**src/rtl/iob_reset_sequencer_pkg.sv**
```systemverilog
// Shared types and defaults for the staggered multi-domain reset sequencer.
package iob_reset_sequencer_pkg;

  typedef enum logic [2:0] {
    ST_IDLE       = 3'd0,
    ST_WAIT_READY = 3'd1,
    ST_HOLD       = 3'd2,
    ST_RELEASE    = 3'd3,
    ST_DONE       = 3'd4
  } state_t;

  localparam int unsigned DEF_N_CH     = 3;
  localparam int unsigned DEF_DURATION = 10;
  localparam int unsigned DEF_STEP     = 4;
  localparam int unsigned DEF_TIMEOUT  = 1000000;
  localparam int unsigned DEF_CNT_W    = 24;

  // Channel index width, never below one bit.
  function automatic int unsigned idx_width(input int unsigned n);
    return (n > 1) ? $clog2(n) : 1;
  endfunction

endpackage

```
**src/rtl/iob_reset_seq_cnt.sv**
```systemverilog
// Loadable down-counter with clock enable; saturates at zero.
module iob_reset_seq_cnt
  import iob_reset_sequencer_pkg::*;
#(
  parameter int unsigned W = DEF_CNT_W
) (
  input  logic         clk_i,
  input  logic         rst_i,
  input  logic         cke_i,
  input  logic         load_i,
  input  logic [W-1:0] load_val_i,
  input  logic         dec_i,
  output logic         zero_o
);

  logic [W-1:0] r_cnt;

  always_ff @(posedge clk_i) begin
    if (rst_i) begin
      r_cnt <= '0;
    end else if (cke_i) begin
      if (load_i) begin
        r_cnt <= load_val_i;
      end else if (dec_i && (r_cnt != '0)) begin
        r_cnt <= r_cnt - W'(1);
      end
    end
  end

  assign zero_o = (r_cnt == '0);

endmodule

```
**src/rtl/iob_reset_sequencer.sv**
```systemverilog
// Staggered reset release after PLL lock and DDR calibration; reasserts all on loss.
// Optional WAIT_READY watchdog enabled by defining IOB_RESET_SEQ_WDOG_EN.
module iob_reset_sequencer
  import iob_reset_sequencer_pkg::*;
#(
  parameter int unsigned N_CH     = DEF_N_CH,
  parameter int unsigned DURATION = DEF_DURATION,
  parameter int unsigned STEP     = DEF_STEP,
  parameter int unsigned TIMEOUT  = DEF_TIMEOUT,
  parameter int unsigned CNT_W    = DEF_CNT_W
) (
  input  logic            clk_i,
  input  logic            rst_i,
  input  logic            cke_i,
  input  logic            start_i,
  input  logic            locked_i,
  input  logic            calib_done_i,
  output logic [N_CH-1:0] rst_o,
  output logic            busy_o,
  output logic            done_o,
  output logic            timeout_o
);

  localparam int unsigned CH_W = idx_width(N_CH);

  if ((N_CH < 1) || (N_CH > 8) || (DURATION < 1) || (STEP < 1) ||
      (64'(DURATION) >= (64'd1 << CNT_W)) || (64'(STEP) >= (64'd1 << CNT_W)) ||
      (64'(TIMEOUT) >= (64'd1 << CNT_W))) begin : g_param_err
    $error("iob_reset_sequencer: illegal parameter set");
  end

  state_t          r_state;
  state_t          w_state_nxt;
  logic [N_CH-1:0] r_rst;
  logic [N_CH-1:0] w_rst_nxt;
  logic [CH_W-1:0] r_ch;
  logic [CH_W-1:0] w_ch_nxt;
  logic            r_done;
  logic            w_done_nxt;
  logic            r_busy;
  logic            w_busy_nxt;
  logic            w_ready;
  logic            w_last_ch;
  logic            w_cnt_zero;
  logic            w_cnt_load;
  logic            w_cnt_dec;
  logic [CNT_W-1:0] w_cnt_val;

  assign w_ready   = locked_i & calib_done_i;
  assign w_last_ch = (r_ch == CH_W'(N_CH - 2));

  always_ff @(posedge clk_i) begin
    if (rst_i) begin
      r_state <= ST_IDLE;
    end else if (cke_i) begin
      r_state <= w_state_nxt;
    end
  end

  // Next state and shared HOLD/RELEASE counter control.
  always_comb begin
    w_state_nxt = r_state;
    w_cnt_load  = 1'b0;
    w_cnt_dec   = 1'b0;
    w_cnt_val   = '0;
    case (r_state)
      ST_IDLE: begin
        if (start_i) w_state_nxt = ST_WAIT_READY;
      end
      ST_WAIT_READY: begin
        if (w_ready) begin
          w_state_nxt = ST_HOLD;
          w_cnt_load  = 1'b1;
          w_cnt_val   = CNT_W'(DURATION - 1);
        end
      end
      ST_HOLD: begin
        if (!w_ready) begin
          w_state_nxt = ST_WAIT_READY;
          w_cnt_load  = 1'b1;
        end else if (w_cnt_zero) begin
          w_state_nxt = (N_CH == 1) ? ST_DONE : ST_RELEASE;
          w_cnt_load  = 1'b1;
          w_cnt_val   = CNT_W'(STEP - 1);
        end else begin
          w_cnt_dec = 1'b1;
        end
      end
      ST_RELEASE: begin
        if (!w_ready) begin
          w_state_nxt = ST_WAIT_READY;
          w_cnt_load  = 1'b1;
        end else if (w_cnt_zero) begin
          w_state_nxt = w_last_ch ? ST_DONE : ST_RELEASE;
          w_cnt_load  = 1'b1;
          w_cnt_val   = CNT_W'(STEP - 1);
        end else begin
          w_cnt_dec = 1'b1;
        end
      end
      ST_DONE: begin
        if (!w_ready) begin
          w_state_nxt = ST_WAIT_READY;
          w_cnt_load  = 1'b1;
        end
      end
      default: w_state_nxt = ST_IDLE;
    endcase
  end

  // Output next values: releases shift a zero in from bit 0.
  always_comb begin
    w_rst_nxt = r_rst;
    w_ch_nxt  = r_ch;
    if ((w_state_nxt == ST_IDLE) || (w_state_nxt == ST_WAIT_READY)) begin
      w_rst_nxt = '1;
      w_ch_nxt  = '0;
    end else if ((r_state == ST_HOLD) && (w_state_nxt != ST_HOLD)) begin
      w_rst_nxt = r_rst << 1;
      w_ch_nxt  = '0;
    end else if ((r_state == ST_RELEASE) && w_cnt_zero) begin
      w_rst_nxt = r_rst << 1;
      w_ch_nxt  = r_ch + CH_W'(1);
    end
    w_done_nxt = (w_state_nxt == ST_DONE);
    w_busy_nxt = (w_state_nxt != ST_IDLE) && (w_state_nxt != ST_DONE);
  end

  always_ff @(posedge clk_i) begin
    if (rst_i) begin
      r_rst  <= '1;
      r_ch   <= '0;
      r_done <= 1'b0;
      r_busy <= 1'b0;
    end else if (cke_i) begin
      r_rst  <= w_rst_nxt;
      r_ch   <= w_ch_nxt;
      r_done <= w_done_nxt;
      r_busy <= w_busy_nxt;
    end
  end

  iob_reset_seq_cnt #(.W(CNT_W)) u_step_cnt (
    .clk_i      (clk_i),
    .rst_i      (rst_i),
    .cke_i      (cke_i),
    .load_i     (w_cnt_load),
    .load_val_i (w_cnt_val),
    .dec_i      (w_cnt_dec),
    .zero_o     (w_cnt_zero)
  );

`ifdef IOB_RESET_SEQ_WDOG_EN
  logic w_wd_zero;
  logic w_wd_load;
  logic w_wd_dec;
  logic r_timeout;

  // Reload on every entry into WAIT_READY; flag is sticky until rst_i.
  assign w_wd_load = (r_state != ST_WAIT_READY) && (w_state_nxt == ST_WAIT_READY);
  assign w_wd_dec  = (r_state == ST_WAIT_READY);

  iob_reset_seq_cnt #(.W(CNT_W)) u_wdog_cnt (
    .clk_i      (clk_i),
    .rst_i      (rst_i),
    .cke_i      (cke_i),
    .load_i     (w_wd_load),
    .load_val_i (CNT_W'(TIMEOUT - 1)),
    .dec_i      (w_wd_dec),
    .zero_o     (w_wd_zero)
  );

  always_ff @(posedge clk_i) begin
    if (rst_i) begin
      r_timeout <= 1'b0;
    end else if (cke_i && w_wd_dec && w_wd_zero && !w_ready) begin
      r_timeout <= 1'b1;
    end
  end

  assign timeout_o = r_timeout;
`else
  assign timeout_o = 1'b0;
`endif

  assign rst_o  = r_rst;
  assign busy_o = r_busy;
  assign done_o = r_done;

endmodule

```
**config.mk**
```make
export PLATFORM = sky130hd
export DESIGN_NAME = iob_reset_sequencer
export DESIGN_NICKNAME = d
export VERILOG_FILES = /design/src/rtl/iob_reset_sequencer_pkg.sv /design/src/rtl/iob_reset_seq_cnt.sv /design/src/rtl/iob_reset_sequencer.sv
export SDC_FILE = /design/constraint.sdc
export NUM_CORES = 1
export LEC_CHECK = 0
export ABC_AREA = 1
export CAP_MARGIN = 20
export CORE_MARGIN = 2
export CORE_UTILIZATION = 51
export CTS_CLUSTER_SIZE = 8
export DETAILED_ROUTE_END_ITERATION = 8
export PLACE_DENSITY = 0.79
export SYNTH_ARGS = -nofsm -noshare
export SYNTH_HDL_FRONTEND = slang
export SYNTH_SLANG_ARGS = --single-unit
```
**constraint.sdc**
```tcl
create_clock -name clk_i -period 2.5 [get_ports clk_i]
set_input_delay 0.5 -clock clk_i [delete_from_list [all_inputs] [get_ports clk_i]]
set_output_delay 0.5 -clock clk_i [all_outputs]
set_load 0.02 [all_outputs]
```
==> impl_metrics.ini <==
[placed_design]
port_buffers = 10
place_area_mm2 = 0.002391
dpl.hpwl_mm = 3.750
gp_congestion = 0.9256

[pwr]
power_switching_uw = 801.9
seqPwrFrac = 0.326
pwr-share-clk = 0.225
p_int_mw = 1.135
swShare = 0.4141
worst_ir_drop_vdd_mv = 0.5075
power_leakage_nw = 1.181
comb_power_share = 0.448
p_per_area_mw_per_mm2 = 778.9

[synth]
synth_area_leaders = dfxtp_1 (30%), nand2_1 (16%), nor2_1 (11%), xor2_1 (5.8%), a21oi_1 (5.3%)
synth-seq-cells = 34
ys_seq_area_frac = 0.3007
syn-cell-area_mm2 = 0.002263
synth.avg_cell_area_um2 = 6.561
synth_enable_flop_cells = 0
synthCells = 345
synthFlopType = dfxtp_1
synth_top_area_cell = dfxtp_1
yosysMostFrequentCell = nand2_1
synth_fp_nets = 353
synth_common_cells = nand2_1 (94), nor2_1 (64), dfxtp_1 (34)
async_flop_share = 0
yosys_warnings = 0
synth.top_cell.area_share = 0.3007
yosysUniqueCellTypes = 32

[critical_path]
setup.worst_path.class = flop to flop
critPathRequiredTime_ns = 2.72
cp_slowest_cell = dfxtp_1
endpoint_kind = flop
arrival_ns = 2.33
start_kind = flop
worstPathCellList = inv_1 > ha_1 > nand2_2 > nor2_4 > nand3_4 > nand2_4 > nand2_2 > nand3_4 > nor2_4 > nor2_8 > nand3b_1 > a21oi_1
critPathMaxFanout = 24
slowest_delay_ns = 0.33

[cts]
holdBufCountCts = 0
cts-resized-gates = 0
cts_tree = built
clk_pin_slew_ns = 0.07
cts-htree-levels = 2
cts.sinks = 34
cts_buffers = 5
cts_root_buffer = clkbuf_8
clkLatencyLatePin_ns = 0.29
cts_setup_buffers = 0
clockBufferDepth = 2

[detailed_routing]
drt_pass1_iterations = 4
postRouteAntennaNets = 0
drtIter0Drc = 146
routed_wl_mm = 4.960
drc = 0
via_per_inst = 5.215
vias = 2133
wl_per_cell_um = 12.13

[grt]
grt_pass1_vias = 1995
grtUsageTotal = 0.2115
grt_max_degree = 25
grt.overflow.total = 0
grt_pass1_wl_mm = 8.611
antenna_found_initial = 0

[layout]
multiInputGateArea_mm2 = 0.001406
areaGrowthSynthToFinish_pct = 9.839
num-fill-cells = 441
nets = 364
final_layout_size_suffix_gt1_frac = 0.1232
design_area_mm2 = 0.002486
finish.utilization = 0.5749
antenna_cells = 0
seqCellArea_um2 = 680.7

[floorplan]
start_util = 0.5234
die_w_um = 70.62
core_area_mm2 = 0.004324
rows = 24
io_pins = 12
die_y_um = 70.62
dieArea_mm2 = 0.004987

[timing]
skew_ns = 0.01278
hold_violations = 0
fmax_mhz = 475.2
slew_violations = 0
fin_tns_setup_ns = 0
period_needed_ns = 2.104
finalCritPeriodShare = 0.8417
rsz0062_at_grt = false
setup_viol = 0

[outcome]
outcome = complete, no violations

[hold_path]
min_path_type = flop to flop

[flow_run]
maxCapViolCount = 0
[kinds of logic (layout without fill, tap and decap cells)]
family          after synthesis  count (layout)  share of synthesized area
compound gates               40              40                     0.1056
xor+xnor                     18              18                    0.06966
fa+ha+maj                     2               2                    0.01105
buf+inv                      38              50                    0.07794
flops                        34              34                     0.3007
other cells                   1               1                   0.001657
simple gates                212             212                     0.4334
[layer usage]
metal  GRT usage  vias up  wire length [um]
met2      0.3648       46              2371
li1            -     1113                 -
met5           0        -                 0
met1      0.2695      968              2358
met3     0.03419        6               177
met4     0.07128        0                52
[power groups by stage]
| stage | Combinational (mW) | Sequential, mW | Clock [mW] |
|---|---|---|---|
| finish | 0.868 | 0.632 | 0.437 |
| global route | 0.978 | 0.637 | 0.466 |
| CTS | 0.860 | 0.631 | 0.450 |
| detailed placement | 0.852 | 0.643 | 0 |
| global placement | 0.848 | 0.642 | 0 |
| floorplan | 0.710 | 0.637 | 0 |
[registers in the layout (all words and copies together) (netlist names)]
name,cells
u_step_cnt.r_cnt,24
r_state,3
rst_o,3
r_ch,2
busy_o,1
done_o,1
[area by class of cell]
| cell class | count | area share |
|---|---|---|
| flip-flops and latches | 34 | 0.2738 |
| repair buffers | 15 | 0.05536 |
| inverters | 27 | 0.04076 |
| clock buffers | 6 | 0.03322 |
| well taps | 52 | 0.02617 |
| multi-input cells | 273 | 0.5657 |
| clock inverters | 2 | 0.005033 |
[cell usage in the layout, fill, tap and decap left out, drive strengths merged]
cell type,synthesis,routed
ha,2,2
inv,27,27
o211ai,1,1
nand4,2,2
xor2,15,15
xnor2,3,3
o21ai,8,8
nor3,2,2
buf,7,5
nor4,1,1
a211oi,1,1
dfxtp,34,34
clkdlybuf4s50,0,10
clkbuf,4,6
nor2,76,76
nand3b,2,2
clkinvlp,0,1
conb,1,1
nand3,29,29
and3,1,1
a21oi,30,30
nand2,99,99
clkinv,0,1
[per-stage QoR]
stage / power [mW] / setup WS (ns) / hold slack, ns / std cells
2_1_floorplan: 1.347 / 0.7234 / 0.4516 / 345
4_1_cts: 1.941 / 0.3967 / 0.4701 / 409
5_1_grt: 2.082 / 0.2076 / 0.4973 / 409
3_5_place_dp: 1.496 / 0.1647 / 0.4558 / 401
3_3_place_gp: 1.490 / 0.2421 / 0.4441 / 401
6_report: 1.937 / 0.3958 / 0.4705 / 409
[path summary, 6_finish.rpt]
path	startpoint	end	slack (ns)	cells past startpoint
setup / recovery	u_step_cnt.r_cnt[0]$_SDFFE_PP0P_	u_step_cnt.r_cnt[7]$_SDFFE_PP0P_	0.40	12
hold / removal	rst_o[2]$_SDFFE_PP1P_	rst_o[2]$_SDFFE_PP1P_	0.47	2
setup reg to reg	u_step_cnt.r_cnt[0]$_SDFFE_PP0P_	u_step_cnt.r_cnt[7]$_SDFFE_PP0P_	0.40	12
hold reg to reg	rst_o[2]$_SDFFE_PP1P_	rst_o[2]$_SDFFE_PP1P_	0.47	2
[critical path, delay by kind of cell, from the launching register on]
kind            cells  cell delay [ns]
compound gates      1             0.15
flops               1             0.33
fa+ha+maj           1             0.25
buf+inv             1             0.12
simple gates        9             1.19
Power figures use the tool's default switching activity.
